### config.mk
export PLATFORM = sky130hd
export DESIGN_NAME = block_plotter
export DESIGN_NICKNAME = d
export VERILOG_FILES = /design/src/rtl/block_plotter.sv
export SDC_FILE = /design/constraint.sdc
export NUM_CORES = 1
export LEC_CHECK = 0
export ABC_AREA = 0
export BUFFER_PORTS_ARGS = -buffer_cell sky130_fd_sc_hd__buf_2
export CELL_PAD_IN_SITES_DETAIL_PLACEMENT = 1
export CELL_PAD_IN_SITES_GLOBAL_PLACEMENT = 2
export CORE_ASPECT_RATIO = 1.2
export CORE_UTILIZATION = 31
export DETAILED_ROUTE_END_ITERATION = 16
export PLACE_DENSITY_LB_ADDON = 0.1
export SLEW_MARGIN = 25
export SYNTH_ARGS = -nofsm -noshare
export SYNTH_HDL_FRONTEND = slang
export SYNTH_SLANG_ARGS = --single-unit
### constraint.sdc
create_clock -name clk -period 3.2 [get_ports clk]
set_input_delay 0.16 -clock clk [delete_from_list [all_inputs] [get_ports clk]]
set_output_delay 0.16 -clock clk [all_outputs]
set_load 0.05 [all_outputs]
### src/rtl/block_plotter.sv
`default_nettype none
// ============================================================================
//  Module      : block_plotter
//  Description : Draws a SIZE x SIZE solid-colour square into a VGA adapter,
//                one pixel per clock in row-major order, starting at a
//                latched top-left corner (x0, y0).
//
//                The optional macro PLOT_CLIP_EN suppresses the write strobe
//                for pixels that fall off the right or bottom edge. Timing is
//                the same with or without the macro.
//
//                Without the macro every pixel is written, and the
//                coordinates wrap to the width of the output ports.
//  Revision    : 1.0  initial release
// ============================================================================
module block_plotter #(
    parameter int SIZE  = 4,    // block side length in pixels (1..16)
    parameter int X_MAX = 160,  // screen width
    parameter int Y_MAX = 120   // screen height
) (
    input  logic       clk,
    input  logic       resetn,
    input  logic       start,
    input  logic [7:0] xpos,
    input  logic [7:0] ypos,
    input  logic [2:0] color_draw,
    output logic [7:0] vga_x,
    output logic [6:0] vga_y,
    output logic [2:0] vga_colour,
    output logic       vga_plot,
    output logic       busy,
    output logic       done
);

    // ------------------------------------------------------------------------
    // Constants
    // ------------------------------------------------------------------------
    localparam logic [1:0] c_ST_IDLE = 2'd0;
    localparam logic [1:0] c_ST_DRAW = 2'd1;
    localparam logic [1:0] c_ST_DONE = 2'd2;

    // Last column/row index. Four bits cover the largest legal SIZE of 16.
    localparam logic [3:0] c_LAST = 4'(SIZE - 1);

    // ------------------------------------------------------------------------
    // State
    // ------------------------------------------------------------------------
    logic [1:0] r_state;
    logic [7:0] r_x0;
    logic [7:0] r_y0;
    logic [2:0] r_colour;

    // The counters hold the offset of the pixel that is currently on the
    // output registers, not the offset of the next pixel.
    logic [3:0] r_cx;
    logic [3:0] r_cy;

    // ------------------------------------------------------------------------
    // Next-pixel computation
    // ------------------------------------------------------------------------
    logic       w_accept;
    logic       w_row_end;
    logic       w_last_pixel;
    logic [3:0] w_next_cx;
    logic [3:0] w_next_cy;
    logic [7:0] w_base_x;
    logic [7:0] w_base_y;
    logic [8:0] w_sum_x;
    logic [8:0] w_sum_y;
    logic       w_in_range;
    logic       w_plot;

    assign w_accept     = (r_state == c_ST_IDLE) && start;
    assign w_row_end    = (r_cx == c_LAST);
    assign w_last_pixel = w_row_end && (r_cy == c_LAST);

    // On accept, the first pixel comes straight from the inputs so that it
    // appears on the outputs in the very next cycle.
    assign w_next_cx = w_accept  ? 4'd0 :
                       w_row_end ? 4'd0 : (r_cx + 4'd1);
    assign w_next_cy = w_accept  ? 4'd0 :
                       w_row_end ? (r_cy + 4'd1) : r_cy;

    assign w_base_x = w_accept ? xpos : r_x0;
    assign w_base_y = w_accept ? ypos : r_y0;

    // Sums are nine bits wide so that the range test can see any overflow
    // past the 8-bit port width.
    assign w_sum_x = {1'b0, w_base_x} + {5'd0, w_next_cx};
    assign w_sum_y = {1'b0, w_base_y} + {5'd0, w_next_cy};

    assign w_in_range = (w_sum_x < 9'(X_MAX)) && (w_sum_y < 9'(Y_MAX));

`ifdef PLOT_CLIP_EN
    // Clipped pixels still use their cycle. Only the strobe is dropped.
    assign w_plot = w_in_range;
`else
    // No clipping: every pixel is written, and the range result is unused.
    logic w_unused;
    assign w_unused = w_in_range;
    assign w_plot   = 1'b1;
`endif

    // ------------------------------------------------------------------------
    // Control FSM. Every output is registered.
    // ------------------------------------------------------------------------
    always_ff @(posedge clk or negedge resetn) begin
        if (!resetn) begin
            r_state    <= c_ST_IDLE;
            r_x0       <= 8'd0;
            r_y0       <= 8'd0;
            r_colour   <= 3'd0;
            r_cx       <= 4'd0;
            r_cy       <= 4'd0;
            vga_x      <= 8'd0;
            vga_y      <= 7'd0;
            vga_colour <= 3'd0;
            vga_plot   <= 1'b0;
            busy       <= 1'b0;
            done       <= 1'b0;
        end else begin
            case (r_state)
                c_ST_IDLE: begin
                    done     <= 1'b0;
                    vga_plot <= 1'b0;
                    if (start) begin
                        r_x0       <= xpos;
                        r_y0       <= ypos;
                        r_colour   <= color_draw;
                        r_cx       <= w_next_cx;
                        r_cy       <= w_next_cy;
                        vga_x      <= w_sum_x[7:0];
                        vga_y      <= w_sum_y[6:0];
                        vga_colour <= color_draw;
                        vga_plot   <= w_plot;
                        busy       <= 1'b1;
                        r_state    <= c_ST_DRAW;
                    end
                end

                c_ST_DRAW: begin
                    if (w_last_pixel) begin
                        // Keep the last coordinates and colour on the
                        // outputs; only the strobe drops.
                        vga_plot <= 1'b0;
                        done     <= 1'b1;
                        r_state  <= c_ST_DONE;
                    end else begin
                        r_cx       <= w_next_cx;
                        r_cy       <= w_next_cy;
                        vga_x      <= w_sum_x[7:0];
                        vga_y      <= w_sum_y[6:0];
                        vga_colour <= r_colour;
                        vga_plot   <= w_plot;
                    end
                end

                c_ST_DONE: begin
                    // A start seen in this cycle is ignored. The next
                    // request is accepted from IDLE.
                    done    <= 1'b0;
                    busy    <= 1'b0;
                    r_state <= c_ST_IDLE;
                end

                default: begin
                    vga_plot <= 1'b0;
                    done     <= 1'b0;
                    busy     <= 1'b0;
                    r_state  <= c_ST_IDLE;
                end
            endcase
        end
    end

endmodule
`default_nettype wire

==> flow_results.org <==
** Final layout
- Fraction of layout instances using a drive strength above 1 :: 23.8%
- Number of diodes :: 0
- For this run, the post-layout net count is 339.
- Compared with the post-synthesis result, the final layout area differs by 16.4%.
- Number of filler instances in the final layout :: 931

** Floorplanning
- Core region area :: 0.00784 sq mm
- Chip height :: 102 um
- Die Wd :: 84.9 um
- Starting utilization of the core area :: 32.6%
- Placement row count :: 35
- The die covers 0.00862 sq mm.
- Number of top-level pins :: 43

** GRT
- Overflow left after global routing :: 0
- Vias in the first global route :: 2,164
- Pin count of the biggest net entering global routing :: 27
- The first global-routing pass estimated 10,900 um of wire.
- GRT Overall Usage :: 16.1%
- The initial antenna violation count is 0.

** Worst setup path
- Worst Setup End Kind :: register
- Critical Path AT :: 3.11 ns
- For this run, the slowest stage of the critical path takes 0.57 ns.
- The critical path in this run is classified as register to register.
- The critical path contains buffers and inverters numbering 0 combined.
- Of all nets on the critical path, the largest fanout is 20.
- Crit path depth :: 8
- Slowest cell on the critical path :: or3b_4
- For the worst setup path, the data required time is 3.44 ns.
- The kind of cell with the highest combined delay along the critical path is simple AND/OR/NAND/NOR gates.
- STA classifies the critical path startpoint as a register.
- The worst register-to-register path has a depth of 8.
- Cell breakdown of the critical path :: or3b_4 > and2_1 > ha_1 > a21o_1 > a21oi_1 > a211oi_1 > or4b_1 > nand3_1

** CTS
- In this run the clock root is driven by a clkbuf_8.
- Number of buffers added by the clock tree synthesis step :: 5
- For the worst-skew pair, the clock arrives at the later sink with an insertion delay of 0.31 ns.
- Gates resized during post-CTS repair numbered 0.
- In this run the number of H-tree levels came out at 2.
- Clock-pin slew was measured on the worst setup and hold paths at 0.09 ns.
- # Post-CTS Setup Buffers :: 0
- TritonCTS built the clock tree.
- Counting every sink on the clock net gives 49.
- After clock tree synthesis, the flow added hold-fix buffers numbering 1.
- The longest clock path from root to sink contains 2 buffers.

** Job
- Max-capacitance violation count :: 0

** Drt
- For this block, the initial DRC count from the detailed router was 40.
- Via density per instance :: 5.02
- The routed layout has 2,002 vias.
- Total length of routed wires :: 6150 um
- Wirelength per Cell :: 15.4 um
- Remaining DRCs :: 4
- In this run the remaining antenna-violating nets after routing total 0.
- DR pass1 iterations :: 10

** Synth
- Summed over all instances, the cell type with the most area after synthesis is dfrtp_1.
- Synthesis-stage register bit count :: 49
- The Yosys step of the flow raised 0 warnings.
- Area share of the leading cell type in the synthesized netlist :: 47.9%
- For this run, asynchronously set or reset flops after synthesis account for 100%.
- Count of mapped cells out of synthesis :: 261
- In this run, synthesis inferred 0 flip-flops with an integrated enable.
- Most repeated cell in the gate-level netlist after synthesis :: nand2_1
- Top FF cell, synth :: dfrtp_1
- Synthesized Nets :: 294
- Number of unique standard cell types used by synthesis :: 56
- Syn avg cell area :: 9.80 sq um
- The commonest cells after synthesis are nand2_1, dfrtp_1, nor2_1.
- Synth Cell Area :: 0.00256 sq mm
- After synthesis, flip-flops and latches occupy 47.9% of the total area.
- Cell types with the largest area share after synthesis :: dfrtp_1, nand2_1, ha_1, nor2_1, mux2_2

** Outcome
- The checks that failed: design-rule violations.
- The run finished, with violations left.

** Timing
- FMAX :: 348 MHz
- Counting I/O delays and the setup requirement, the final critical path takes 2.87 ns.
- Final clock skew :: 0.00841 ns
- Max-slew violations :: 0
- Setup Total Neg Slack :: 0 ns
- Measured against its own limit, the worst slew margin works out to 59.3%.
- Final period util :: 89.8%
- At the pin with the least slew margin, the transition time is 0.593 ns.
- Setup violators final :: 0
- The number of hold violations in the final report was 0.
- Setup repair after global routing left no endpoint under its margin.

** Hold path
- The worst hold path belongs to the class primary input to register.
- Hold Path Cell Cnt :: 3

** Place
- Detailed placement finished with a half-perimeter wire length of 4390 um.
- Port buffering added 41 buffers.
- Final weighted congestion in routability-driven placement :: 0.711
[area by class of cell]
cell class                      count  area [sq um]  area share [%]
Multi-Input combinational cell    195          1250            42.1
Clock inverter                      1          5.00           0.168
Sequential cell                    49          1230            41.2
Tap cell                           92           115            3.86
Inverter                            8          30.0            1.01
Timing Repair Buffer               47           253            8.48
Clock buffer                        7          96.3            3.23
[state kept, by name, summed over array words and instances (netlist names), 2 cells and up]
register,count
r_cy,4
vga_y,7
r_state,2
vga_colour,3
vga_x,8
r_colour,3
r_cx,4
r_y0,7
r_x0,8
[metal layers]
metal	vias to the layer above	track usage [%]	wire, um
met3	8	2.44	166
met4	0	5.08	84
met2	31	27.8	2910
met5	-	0	0
met1	983	20.8	3000
li1	980	-	-
[tightest hold or removal path: stages]
cell and delay [ns]:
buf_2 0.07, nand2_1 0.05, nand2_1 0.05
[kinds of logic (layout without fill, tap and decap cells)]
| group | Yosys count | count (layout) | synth area share [%] |
|---|---|---|---|
| compound gates | 38 | 38 | 10.5 |
| xor+xnor | 14 | 14 | 4.79 |
| fa+ha+maj | 12 | 12 | 6.41 |
| buf+inv | 17 | 63 | 3.08 |
| flops | 49 | 49 | 47.9 |
| mux | 11 | 11 | 4.84 |
| simple gates | 120 | 120 | 22.5 |
[worst paths after layout]
check / from / to / slack [ns]
hold / removal: ypos[2] / r_y0[2]$_DFFE_PN0P_ / 0.06
hold reg to reg: r_y0[2]$_DFFE_PN0P_ / r_y0[2]$_DFFE_PN0P_ / 0.47
setup reg to reg: r_state[0]$_DFFE_PN0P_ / vga_x[5]$_DFFE_PN0P_ / 0.33
min in group asynchronous: resetn / r_x0[6]$_DFFE_PN0P_ / 0.40
setup / recovery: r_state[0]$_DFFE_PN0P_ / vga_x[5]$_DFFE_PN0P_ / 0.33
max in group asynchronous: resetn / vga_plot$_DFFE_PN0P_ / 2.00
[cell usage in the layout, fill, tap and decap left out, types with 3 or more instances in the layout]
| master | netlist | layout |
|---|---|---|
| nor3_1 | 3 | 3 |
| o21ai_0 | 4 | 4 |
| ha_1 | 9 | 9 |
| nor2_1 | 18 | 18 |
| xor2_1 | 7 | 7 |
| nand3_1 | 7 | 7 |
| dfrtp_1 | 49 | 49 |
| xnor2_1 | 7 | 7 |
| mux2_2 | 6 | 6 |
| a21oi_1 | 9 | 9 |
| buf_2 | 3 | 41 |
| nand4_1 | 3 | 3 |
| buf_4 | 1 | 5 |
| o21ai_1 | 4 | 4 |
| a31oi_1 | 4 | 4 |
| mux2i_1 | 3 | 3 |
| nand2_1 | 69 | 69 |
| inv_1 | 6 | 6 |
| clkbuf_8 | 0 | 7 |
[stage by stage]
stage / util (%) / instance area [sq um] / instances / hold WS (ns) / setup slack [ns]
global placement: 36.6 / 2870 / 390 / 0.215 / 0.336
finish: 38.0 / 2980 / 399 / 0.0590 / 0.327
CTS: 38.0 / 2980 / 399 / 0.0532 / 0.285
global route: 38.0 / 2980 / 399 / 0.0613 / 0.157
floorplan: - / 2560 / 261 / -0.136 / 0.0499
detailed placement: 36.6 / 2870 / 390 / 0.198 / 0.303
Power is not shown: default switching activity piles up to over one toggle a cycle in this logic, so the estimate is an artifact.
